File: src/rtl/marker_event_tracker_if.sv
// rtl/marker_event_tracker_if.sv - marker event stream between the tracker and its consumer
// Ports:
//   evt_valid  head record present
//   evt_ready  consumer accepts the head this cycle
//   evt_data   {is_commit, id[3:0], timestamp[CW-1:0]}
interface marker_event_tracker_if #(
    parameter int CW = 32
);
    logic          evt_valid;
    logic          evt_ready;
    logic [4+CW:0] evt_data;

    modport master (output evt_valid, output evt_data, input evt_ready);
    modport slave  (input evt_valid, input evt_data, output evt_ready);
endinterface

File: src/rtl/marker_event_tracker.sv
// rtl/marker_event_tracker.sv - marker NOP timestamping, event FIFO and phase window tracking
// Ports:
//   clock, reset            clock; asynchronous active-low reset
//   enq_valid/enq_inst      ROB enqueue slot 0 probe
//   commit_valid/commit_inst ROB commit slot 0 probe
//   taint_base/variant      taint sums of the two SoCs
//   evt                     event stream (master side)
//   phase_active            one bit per phase, 1 while STARTED
//   phase_sel               selects phase for sel_cycles/sel_taint_max
//   overflow_cnt            saturating count of dropped records
//   protocol_err            sticky marker ordering error
module marker_event_tracker #(
    parameter int CW    = 32,
    parameter int TW    = 32,
    parameter int DEPTH = 16
) (
    input  logic                     clock,
    input  logic                     reset,
    input  logic                     enq_valid,
    input  logic [31:0]              enq_inst,
    input  logic                     commit_valid,
    input  logic [31:0]              commit_inst,
    input  logic [TW-1:0]            taint_base,
    input  logic [TW-1:0]            taint_variant,
    marker_event_tracker_if.master   evt,
    output logic [5:0]               phase_active,
    input  logic [2:0]               phase_sel,
    output logic [CW-1:0]            sel_cycles,
    output logic [TW-1:0]            sel_taint_max,
    output logic [15:0]              overflow_cnt,
    output logic                     protocol_err
);
    localparam int AW = $clog2(DEPTH);
    localparam int RW = 5 + CW;

    typedef enum logic [1:0] {IDLE, STARTED, CLOSED} phase_state_t;

    function automatic logic is_marker(input logic [31:0] inst);
        return (inst[31:24] == 8'h00) && (inst[19:0] == 20'h02013) && (inst[23:20] <= 4'd11);
    endfunction

    logic [CW-1:0] cnt_q;
    logic          enq_m, com_m;
    logic [3:0]    com_id;
    logic [5:0]    hit_start, hit_end;
    logic [TW-1:0] diff;

    always_comb begin
        enq_m  = enq_valid && is_marker(enq_inst);
        com_m  = commit_valid && is_marker(commit_inst);
        com_id = commit_inst[23:20];
        diff   = (taint_base >= taint_variant) ? taint_base - taint_variant
                                               : taint_variant - taint_base;
        for (int p = 0; p < 6; p++) begin
            hit_start[p] = com_m && (com_id[3:1] == 3'(p)) && !com_id[0];
            hit_end[p]   = com_m && (com_id[3:1] == 3'(p)) && com_id[0];
        end
    end

    always_ff @(posedge clock or negedge reset) begin
        if (!reset) cnt_q <= '0;
        else        cnt_q <= cnt_q + 1'b1;
    end

    // Event FIFO: up to two writes (enq record first) and one read per cycle.
    logic [RW-1:0] mem [DEPTH];
    logic [AW-1:0] wr_ptr, rd_ptr;
    logic [AW:0]   count_q, free;
    logic          pop;
    logic [1:0]    n_wr, n_drop;
    logic [RW-1:0] wr0_data, wr1_data;
    logic [16:0]   ovf_sum;

    always_comb begin
        pop      = (count_q != '0) && evt.evt_ready;
        // Space freed by this cycle's pop is usable by this cycle's pushes.
        free     = (AW+1)'(DEPTH) - count_q + {{AW{1'b0}}, pop};
        n_wr     = 2'd0;
        n_drop   = 2'd0;
        wr0_data = enq_m ? {1'b0, enq_inst[23:20], cnt_q} : {1'b1, com_id, cnt_q};
        wr1_data = {1'b1, com_id, cnt_q};
        if (enq_m && com_m) begin
            if (free >= (AW+1)'(2)) begin
                n_wr = 2'd2;
            end else if (free == (AW+1)'(1)) begin
                n_wr   = 2'd1;
                n_drop = 2'd1;
            end else begin
                n_drop = 2'd2;
            end
        end else if (enq_m || com_m) begin
            if (free != '0) n_wr = 2'd1;
            else            n_drop = 2'd1;
        end
        ovf_sum = {1'b0, overflow_cnt} + {15'd0, n_drop};
    end

    always_ff @(posedge clock or negedge reset) begin
        if (!reset) begin
            for (int i = 0; i < DEPTH; i++) mem[i] <= '0;
            wr_ptr       <= '0;
            rd_ptr       <= '0;
            count_q      <= '0;
            overflow_cnt <= '0;
        end else begin
            if (n_wr != 2'd0) mem[wr_ptr] <= wr0_data;
            if (n_wr == 2'd2) mem[wr_ptr + AW'(1)] <= wr1_data;
            wr_ptr       <= wr_ptr + AW'(n_wr);
            rd_ptr       <= rd_ptr + AW'(pop);
            count_q      <= count_q + (AW+1)'(n_wr) - (AW+1)'(pop);
            overflow_cnt <= ovf_sum[16] ? 16'hFFFF : ovf_sum[15:0];
        end
    end

    assign evt.evt_valid = (count_q != '0);
    assign evt.evt_data  = (count_q != '0) ? mem[rd_ptr] : '0;

    // Phase FSMs, driven only by commit markers.
    phase_state_t  state_q   [6];
    phase_state_t  state_nxt [6];
    logic          err_set;
    logic [CW-1:0] cyc_q  [6];
    logic [TW-1:0] tmax_q [6];

    always_ff @(posedge clock or negedge reset) begin
        if (!reset) begin
            for (int p = 0; p < 6; p++) state_q[p] <= IDLE;
        end else begin
            for (int p = 0; p < 6; p++) state_q[p] <= state_nxt[p];
        end
    end

    always_comb begin
        err_set = 1'b0;
        for (int p = 0; p < 6; p++) begin
            state_nxt[p] = state_q[p];
            case (state_q[p])
                STARTED: begin
                    if (hit_start[p])    err_set = 1'b1;
                    else if (hit_end[p]) state_nxt[p] = CLOSED;
                end
                default: begin
                    if (hit_start[p])    state_nxt[p] = STARTED;
                    else if (hit_end[p]) err_set = 1'b1;
                end
            endcase
        end
    end

    always_comb begin
        for (int p = 0; p < 6; p++) phase_active[p] = (state_q[p] == STARTED);
    end

    // Start cycle loads the current diff rather than clearing; the end-commit
    // cycle is still STARTED so its diff and tick are included before freezing.
    always_ff @(posedge clock or negedge reset) begin
        if (!reset) begin
            protocol_err <= 1'b0;
            for (int p = 0; p < 6; p++) begin
                cyc_q[p]  <= '0;
                tmax_q[p] <= '0;
            end
        end else begin
            protocol_err <= protocol_err | err_set;
            for (int p = 0; p < 6; p++) begin
                if (hit_start[p]) begin
                    cyc_q[p]  <= '0;
                    tmax_q[p] <= diff;
                end else if (state_q[p] == STARTED) begin
                    if (cyc_q[p] != '1) cyc_q[p] <= cyc_q[p] + 1'b1;
                    if (diff > tmax_q[p]) tmax_q[p] <= diff;
                end
            end
        end
    end

    always_comb begin
        sel_cycles    = '0;
        sel_taint_max = '0;
        for (int p = 0; p < 6; p++) begin
            if (phase_sel == 3'(p)) begin
                sel_cycles    = cyc_q[p];
                sel_taint_max = tmax_q[p];
            end
        end
    end
endmodule

File: src/flat_wrapper.sv
// flat-port wrapper written by rule: the top's interface ports become plain ports
module marker_event_tracker_flat 
#(
    parameter int CW    = 32,
    parameter int TW    = 32,
    parameter int DEPTH = 16
)
  (clock, reset, enq_valid, enq_inst, commit_valid, commit_inst, taint_base, taint_variant, phase_active, phase_sel, sel_cycles, sel_taint_max, overflow_cnt, protocol_err, evt_evt_valid, evt_evt_data, evt_evt_ready);
  marker_event_tracker_if #(.CW(CW)) evt_i ();
  input  logic clock;
  input  logic reset;
  input  logic enq_valid;
  input  logic [31:0] enq_inst;
  input  logic commit_valid;
  input  logic [31:0] commit_inst;
  input  logic [TW-1:0] taint_base;
  input  logic [TW-1:0] taint_variant;
  output logic [5:0] phase_active;
  input  logic [2:0] phase_sel;
  output logic [CW-1:0] sel_cycles;
  output logic [TW-1:0] sel_taint_max;
  output logic [15:0] overflow_cnt;
  output logic protocol_err;
  output wire logic [$bits(evt_i.evt_valid)-1:0] evt_evt_valid;
  output wire logic [$bits(evt_i.evt_data)-1:0] evt_evt_data;
  input wire logic [$bits(evt_i.evt_ready)-1:0] evt_evt_ready;
  assign evt_evt_valid = evt_i.evt_valid;
  assign evt_evt_data = evt_i.evt_data;
  assign evt_i.evt_ready = evt_evt_ready;
  marker_event_tracker #(.CW(CW), .TW(TW), .DEPTH(DEPTH)) u_core (.clock(clock), .reset(reset), .enq_valid(enq_valid), .enq_inst(enq_inst), .commit_valid(commit_valid), .commit_inst(commit_inst), .taint_base(taint_base), .taint_variant(taint_variant), .evt(evt_i), .phase_active(phase_active), .phase_sel(phase_sel), .sel_cycles(sel_cycles), .sel_taint_max(sel_taint_max), .overflow_cnt(overflow_cnt), .protocol_err(protocol_err));
endmodule
File: config.mk
export PLATFORM = sky130hd
export DESIGN_NAME = marker_event_tracker_flat
export DESIGN_NICKNAME = d
export VERILOG_FILES = /design/src/rtl/marker_event_tracker_if.sv /design/src/rtl/marker_event_tracker.sv /design/src/flat_wrapper.sv
export SDC_FILE = /design/constraint.sdc
export NUM_CORES = 2
export LEC_CHECK = 0
export ABC_CLOCK_PERIOD_IN_PS = 4400
export CORE_AREA = 2 2 330 332
export CTS_CLUSTER_SIZE = 16
export DETAILED_ROUTE_END_ITERATION = 10
export DIE_AREA = 0 0 332 334
export PLACE_DENSITY = 0.77
export SLEW_MARGIN = 5
export SYNTH_ARGS = -nofsm -noshare
export SYNTH_HDL_FRONTEND = slang
export SYNTH_SLANG_ARGS = --single-unit
File: constraint.sdc
create_clock -name clock -period 4.4 [get_ports clock]
set_input_delay 0.44 -clock clock [delete_from_list [all_inputs] [get_ports clock]]
set_output_delay 0.44 -clock clock [all_outputs]
set_load 0.005 [all_outputs]
---- Word level (Yosys, flattened, before mapping) ----
Cells that the tools add are included.
word-level totals
  input port bits ......................... 136
  bits in registers ....................... 1050
  output and inout port bits .............. 125
  logic and storage cells ................. 308
cells by class
  eq/ne operators ......................... 32
  $lt $le $gt $ge ......................... 15
  bitwise gates (word level) .............. 4
  reductions and logical operators ........ 79
  multiplexer cells ....................... 121
  add/sub/neg operators ................... 17
operator list
  operator                                                                 number
  32-bit two-way mux                                                       49
  592-bit bitwise mux                                                      2
  592-bit two-way mux                                                      2
  37-bit demux with 4-bit select                                           2
  32-bit by 1-bit adder with 32-bit output, second input constant          7
  37-bit two-way mux                                                       6
  32-bit > comparator                                                      6
  32-bit inequality test, second input constant                            6
  37-bit binary-select mux with 4-bit select                               1
  32-bit subtractor                                                        2
  2-bit two-way mux                                                        31
  2-bit nonzero test                                                       25
  20-bit by 14-bit equality test with 1-bit output, second input constant  2
  32-bit greater-or-equal comparator                                       1
  1-bit logical AND                                                        28
  1-bit two-way mux                                                        27
  2-bit AND reduction                                                      12
  3-bit AND reduction                                                      6
  16-bit by 2-bit adder with 17-bit output                                 1
  8-bit logical NOT                                                        2
  16-bit two-way mux                                                       1
  5-bit greater-or-equal comparator, second input constant                 3
  4-bit inverter with 5-bit output                                         3
  2-bit by 1-bit equality test with 1-bit output, second input constant    6
  other kinds (21)                                                         37

---- Logic depth before layout (Yosys ltp) ----
  depth in word-level cells ............... 25
  gate-level depth with buffers ........... 26
  gate-level depth less buffers ........... 23

---- Worst setup path before layout ----
OpenSTA, ideal clock, no wires.
  path type ............................... input-to-reg
  from .................................... input taint_base[0]
  to ...................................... register u_core.tmax_q[19] in the netlist's numbering
  path buffers ............................ 3
  cell stages on the path ................. 24
  required time ........................... 4275 ps
  setup slack ............................. -1363 ps
  arrival ................................. 5638 ps
  setup time .............................. 125 ps
  cells stage by stage .................... inv_1 ha_1 inv_1 fa_1 a21o_1 a221oi_2 o21a_2 o21ai_2 o211a_1 nor2_1 buf_2 mux2_2 nand2_1 xor2_1 ha_1 nand4_1 or3_1 nor3_1 and3_1 a21oi_1 a21oi_1 clkbuf_1 buf_1 mux2_2
on the way
  longest elaborated chain between the ends .. 5
  elaborated cells on any way between the ends .. 10
  classes of those cells .................. 2 x add/sub; 2 x order compare; 4 x mux; 2 x reduce/logical
ends and longest elaborated chain
  item                                             line                         text
  from (decl)                                      flat_wrapper.sv:16           input logic [TW-1:0] taint_base;
  32-bit subtractor, or another cell as far along  marker_event_tracker.sv:53   : taint_variant - taint_base;
  32-bit two-way mux *                             marker_event_tracker.sv:52   diff = (taint_base >= taint_variant) ? taint_base - taint_variant
  named net u_core.diff[31]                        marker_event_tracker.sv:46   logic [TW-1:0] diff;
  32-bit > comparator *                            marker_event_tracker.sv:171  if (diff > tmax_q[p]) tmax_q[p] <= diff;
  2-bit nonzero test (no source line) *            n/a
  2-bit AND reduction (no source line) *           n/a
  to (signal, indexed assignment)                  marker_event_tracker.sv:168  tmax_q[p] <= diff;
  to (decl)                                        marker_event_tracker.sv:123  logic [TW-1:0] tmax_q [6];
The timed path passes the listed nets; every way through them passes the cells marked *. The select of a mux whose other input is x is not followed.
A chain may end at the register's enable or synchronous reset.

---- Worst setup path in the final report ----
  from .................................... input taint_base[0]
  to ...................................... register u_core.tmax_q[125] in the netlist's numbering
The elaborated chain is that of the path after synthesis.

==> results.yml <==
floorplan:
  dieArea_um2: 110900
  die_y_um: 334
  num_rows: 121
  core_um2: 107800
  start_util: 0.5533
  die_w_um: 332
  io_pins: 261
drt:
  routed_via_density: 6.265
  routed_wl_um: 188100
  ant_nets: 0
  firstDrtPassIters: 8
  drt_iter0_drc: 5354
  via_count: 49176
  drc_errors: 0
  routedWlPerCell_um: 23.96
timing:
  period_share: 1.188
  skew_ns: 0.07055
  maxSlewHeadroom: 0.3041
  worst_pin_slew_ns: 1.044
  final_max_slew_viol_count: 0
  rsz0062_at_grt: "yes"
  min_period_ns: 5.227
  fin_ws_ns: -0.8272
  holdWs_ns: 0.4067
  fin_setup_tns_ns: -112.01
  fmax_mhz: 191.3
  hold_viol: 0
  finalSetupViolCount: 192
final_layout:
  final_cells: 7849
  num-nets-final: 6765
  multi_input_area_um2: 32550
  seqCellArea_um2: 26290
  final_layout_size_suffix_gt1_frac: 0.2992
  fin_util: 0.6917
  fin_area_um2: 74560
  nFillCells: 7447
  areaGrowthSynthToFinish_pct: 25.01
clock_network:
  cts.sinks: 1050
  clk_pin_slew_ns: 0.06
  clock_latency_ns: 0.76
  ctsLongestPathBuffers: 3
  htree_levels: 3
  cts_tree: "yes"
  cts_buffers: 110
  clock-root-buffer: "clkbuf_16"
worst_setup_path:
  worstPathArrival_ns: 5.86
  crit_type: "input pin to register"
  required_ns: 5.03
  end_kind: "register"
  r2r-start: "u_core.count_q[2]"
  r2r_end: "u_core.mem[501]"
  crit_fanout: 6
  rr_worst_depth: 16
  crit_path_start_kind: "input pin"
  reg2reg_slack_ns: 0.15
synth:
  async_flop_share: 1.000
  synth_top_family_by_area: "multiplexers"
  synth_compound_area_frac: 0.09856
  netlist_instances: 5632
  synth_xor_area_frac: 0.03493
  synth-adder-area-share: 0.06042
  ys.flop_type: "dfrtp_1"
  synthMuxAreaShare: 0.2133
  avgSynthCellArea_um2: 10.59
  yosys.area_share.simple: 0.1067
  ys_ff_latch: 1050
  synth_fp_nets: 6053
  synth_cell_types: 85
  ys_seq_area_frac: 0.4406
  yosysWarnings: 0
  synth_area_um2: 59640
  synth_edf_count: 0
placed_design:
  dpl_cell_area_um2: 68050
  dp_cells: 7551
  dp_hpwl_um: 122200
  gp_congestion: 0.9824
  placement.io_buffers: 260
status:
  outcome: "complete, but fails checks"
  violations: "setup timing"
grt:
  overflow: 0
  grt_pass1_wl_um: 287600
  grt_max_degree: 111
  antenna_found_initial: 10
  grt_usage: 0.3289
  grt_pass1_vias: 50162
pwr:
  leakage_uw: 0.03476
  peakVddDrop_uv: 396.3
  power_density_nw_per_um2: 371.8
flow_run:
  maxCapViolations: 0
hold_path:
  min-delay-path-class: "input pin to async pin"
through the flow:
stage / setup WS [ns] / power, uW
after floorplan: -0.7604 / 13850
after global placement: -1.807 / 17060
after detailed placement: -1.930 / 17180
after CTS: -0.4130 / 27290
after global routing: -0.9190 / 28670
final: -0.8272 / 27720
power breakdown:
part	internal [uW]	switching [uW]
combinational	3400	4400
sequential	9710	299
clock	5760	4150
worst max path at each step:
stage                  startpoint            endpoint  slack, ns  cells after the start
floorplan           taint_base[0]  u_core.tmax_q[126]      -0.76                     23
global placement    taint_base[0]  u_core.tmax_q[105]      -1.81                     23
detailed placement  taint_base[0]  u_core.tmax_q[108]      -1.93                     23
CTS                 taint_base[0]  u_core.tmax_q[103]      -0.41                     23
global route        taint_base[0]    u_core.tmax_q[8]      -0.92                     26
finish              taint_base[0]  u_core.tmax_q[125]      -0.83                     24
timing repair:
action,CTS,global route
pin swaps,66,41
gates resized for setup,265,145
hold buffers,1,0
buffers inserted,62,25
setup endpoints to repair,207,315
hold endpoints to repair,86,0
gates cloned,13,4
synth_stat cells, drive strengths merged (4+ instances only):
master	instances	area share
dfrtp	1050	0.44
mux2	728	0.14
nor2	484	0.031
nand2	367	0.023
inv	339	0.021
a21oi	329	0.028
ha	280	0.059
o21ai	279	0.023
mux2i	250	0.042
clkbuf	214	0.013
xor2	138	0.020
nand3	132	0.011
buf	125	0.011
xnor2	99	0.015
nand4	96	0.010
mux4	89	0.034
o221ai	89	0.013
a211oi	58	0.0073
nor3	52	0.0052
and3	51	0.0053
a21o	47	0.0059
or3	36	0.0038
nor4	26	0.0033
and4	21	0.0031
nand2b	21	0.0022
nor2b	20	0.0021
o22ai	20	0.0021
a211o	18	0.0026
o211ai	17	0.0021
o21a	15	0.0019
and2	14	0.0015
o21bai	14	0.0018
nor4b	12	0.0019
o31ai	11	0.0014
a221oi	10	0.0016
a31o	7	0.0010
a31oi	6	0.00063
a2111oi	5	0.00084
fa	5	0.0017
nand3b	5	0.00063
nand4b	5	0.00073
or2	5	0.00052
nor3b	4	0.00050
o311ai	4	0.00059
o31a	4	0.00059
flip-flops by register name, summed over array words and instances, names as in the netlist:
register             flops
u_core.mem             592
u_core.cyc_q           192
u_core.tmax_q          192
u_core.cnt_q            32
u_core.overflow_cnt     16
u_core.state_q          12
u_core.count_q           5
u_core.rd_ptr            4
u_core.wr_ptr            4
u_core.protocol_err      1
cells by family (layout without fill, tap and decap cells):
kind of cell,after synthesis,after routing
AND/OR/NAND/NOR,1358,1359
multiplexers,1067,1067
flip-flops,1050,1050
AO/OA/AOI/OAI,957,957
buffers and inverters,678,1478
adder cells (fa/ha/maj),285,285
XOR/XNOR,237,237
other,0,2
metal layers:
metal,vias to the layer above,GRT usage,share of wire
met5,-,0,0.00054
met4,16,0.1504,0.051
met3,637,0.05764,0.080
li1,21447,-,-
met2,2383,0.5369,0.47
met1,24693,0.4301,0.40
final cells by class:
| class | count | area share |
|---|---|---|
| inverters | 339 | 0.01742 |
| diodes | 2 | 0.00006713 |
| multi-input cells | 3905 | 0.4366 |
| clock buffers | 154 | 0.04209 |
| clock inverters | 47 | 0.009599 |
| well taps | 1414 | 0.02373 |
| flip-flops and latches | 1050 | 0.3526 |
| repair buffers | 938 | 0.1180 |
layout by cell type (no fill, tap or decap), types with 96 or more instances in the layout:
| master | synthesis | layout |
|---|---|---|
| o21ai_0 | 260 | 233 |
| buf_4 | 17 | 577 |
| clkdlybuf4s50_1 | 0 | 211 |
| xor2_1 | 138 | 128 |
| ha_1 | 280 | 240 |
| nor2_1 | 483 | 471 |
| mux2_2 | 659 | 654 |
| nand3_1 | 131 | 124 |
| a21oi_1 | 329 | 294 |
| mux2i_1 | 250 | 240 |
| inv_1 | 336 | 319 |
| nand2_1 | 365 | 353 |
| clkbuf_16 | 0 | 113 |
| dfrtp_1 | 1050 | 1046 |
| nand4_1 | 96 | 96 |
worst max-delay path, stage by stage:
cell,delay [ns]
buf_12,0.11
inv_12,0.04
ha_4,0.12
inv_2,0.04
fa_2,0.34
a21o_1,0.21
a221oi_4,0.31
o21a_2,0.23
o21ai_4,0.07
o211a_4,0.25
nor2_1,0.18
buf_4,0.23
mux2i_1,0.29
xnor2_2,0.18
ha_1,0.32
nand4_1,0.23
a2111oi_4,0.74
o21ai_1,0.19
a31oi_2,0.26
o31ai_4,0.10
a21oi_4,0.32
buf_12,0.17
buf_16,0.15
mux2_2,0.34
(Power assumes the default switching activity.)
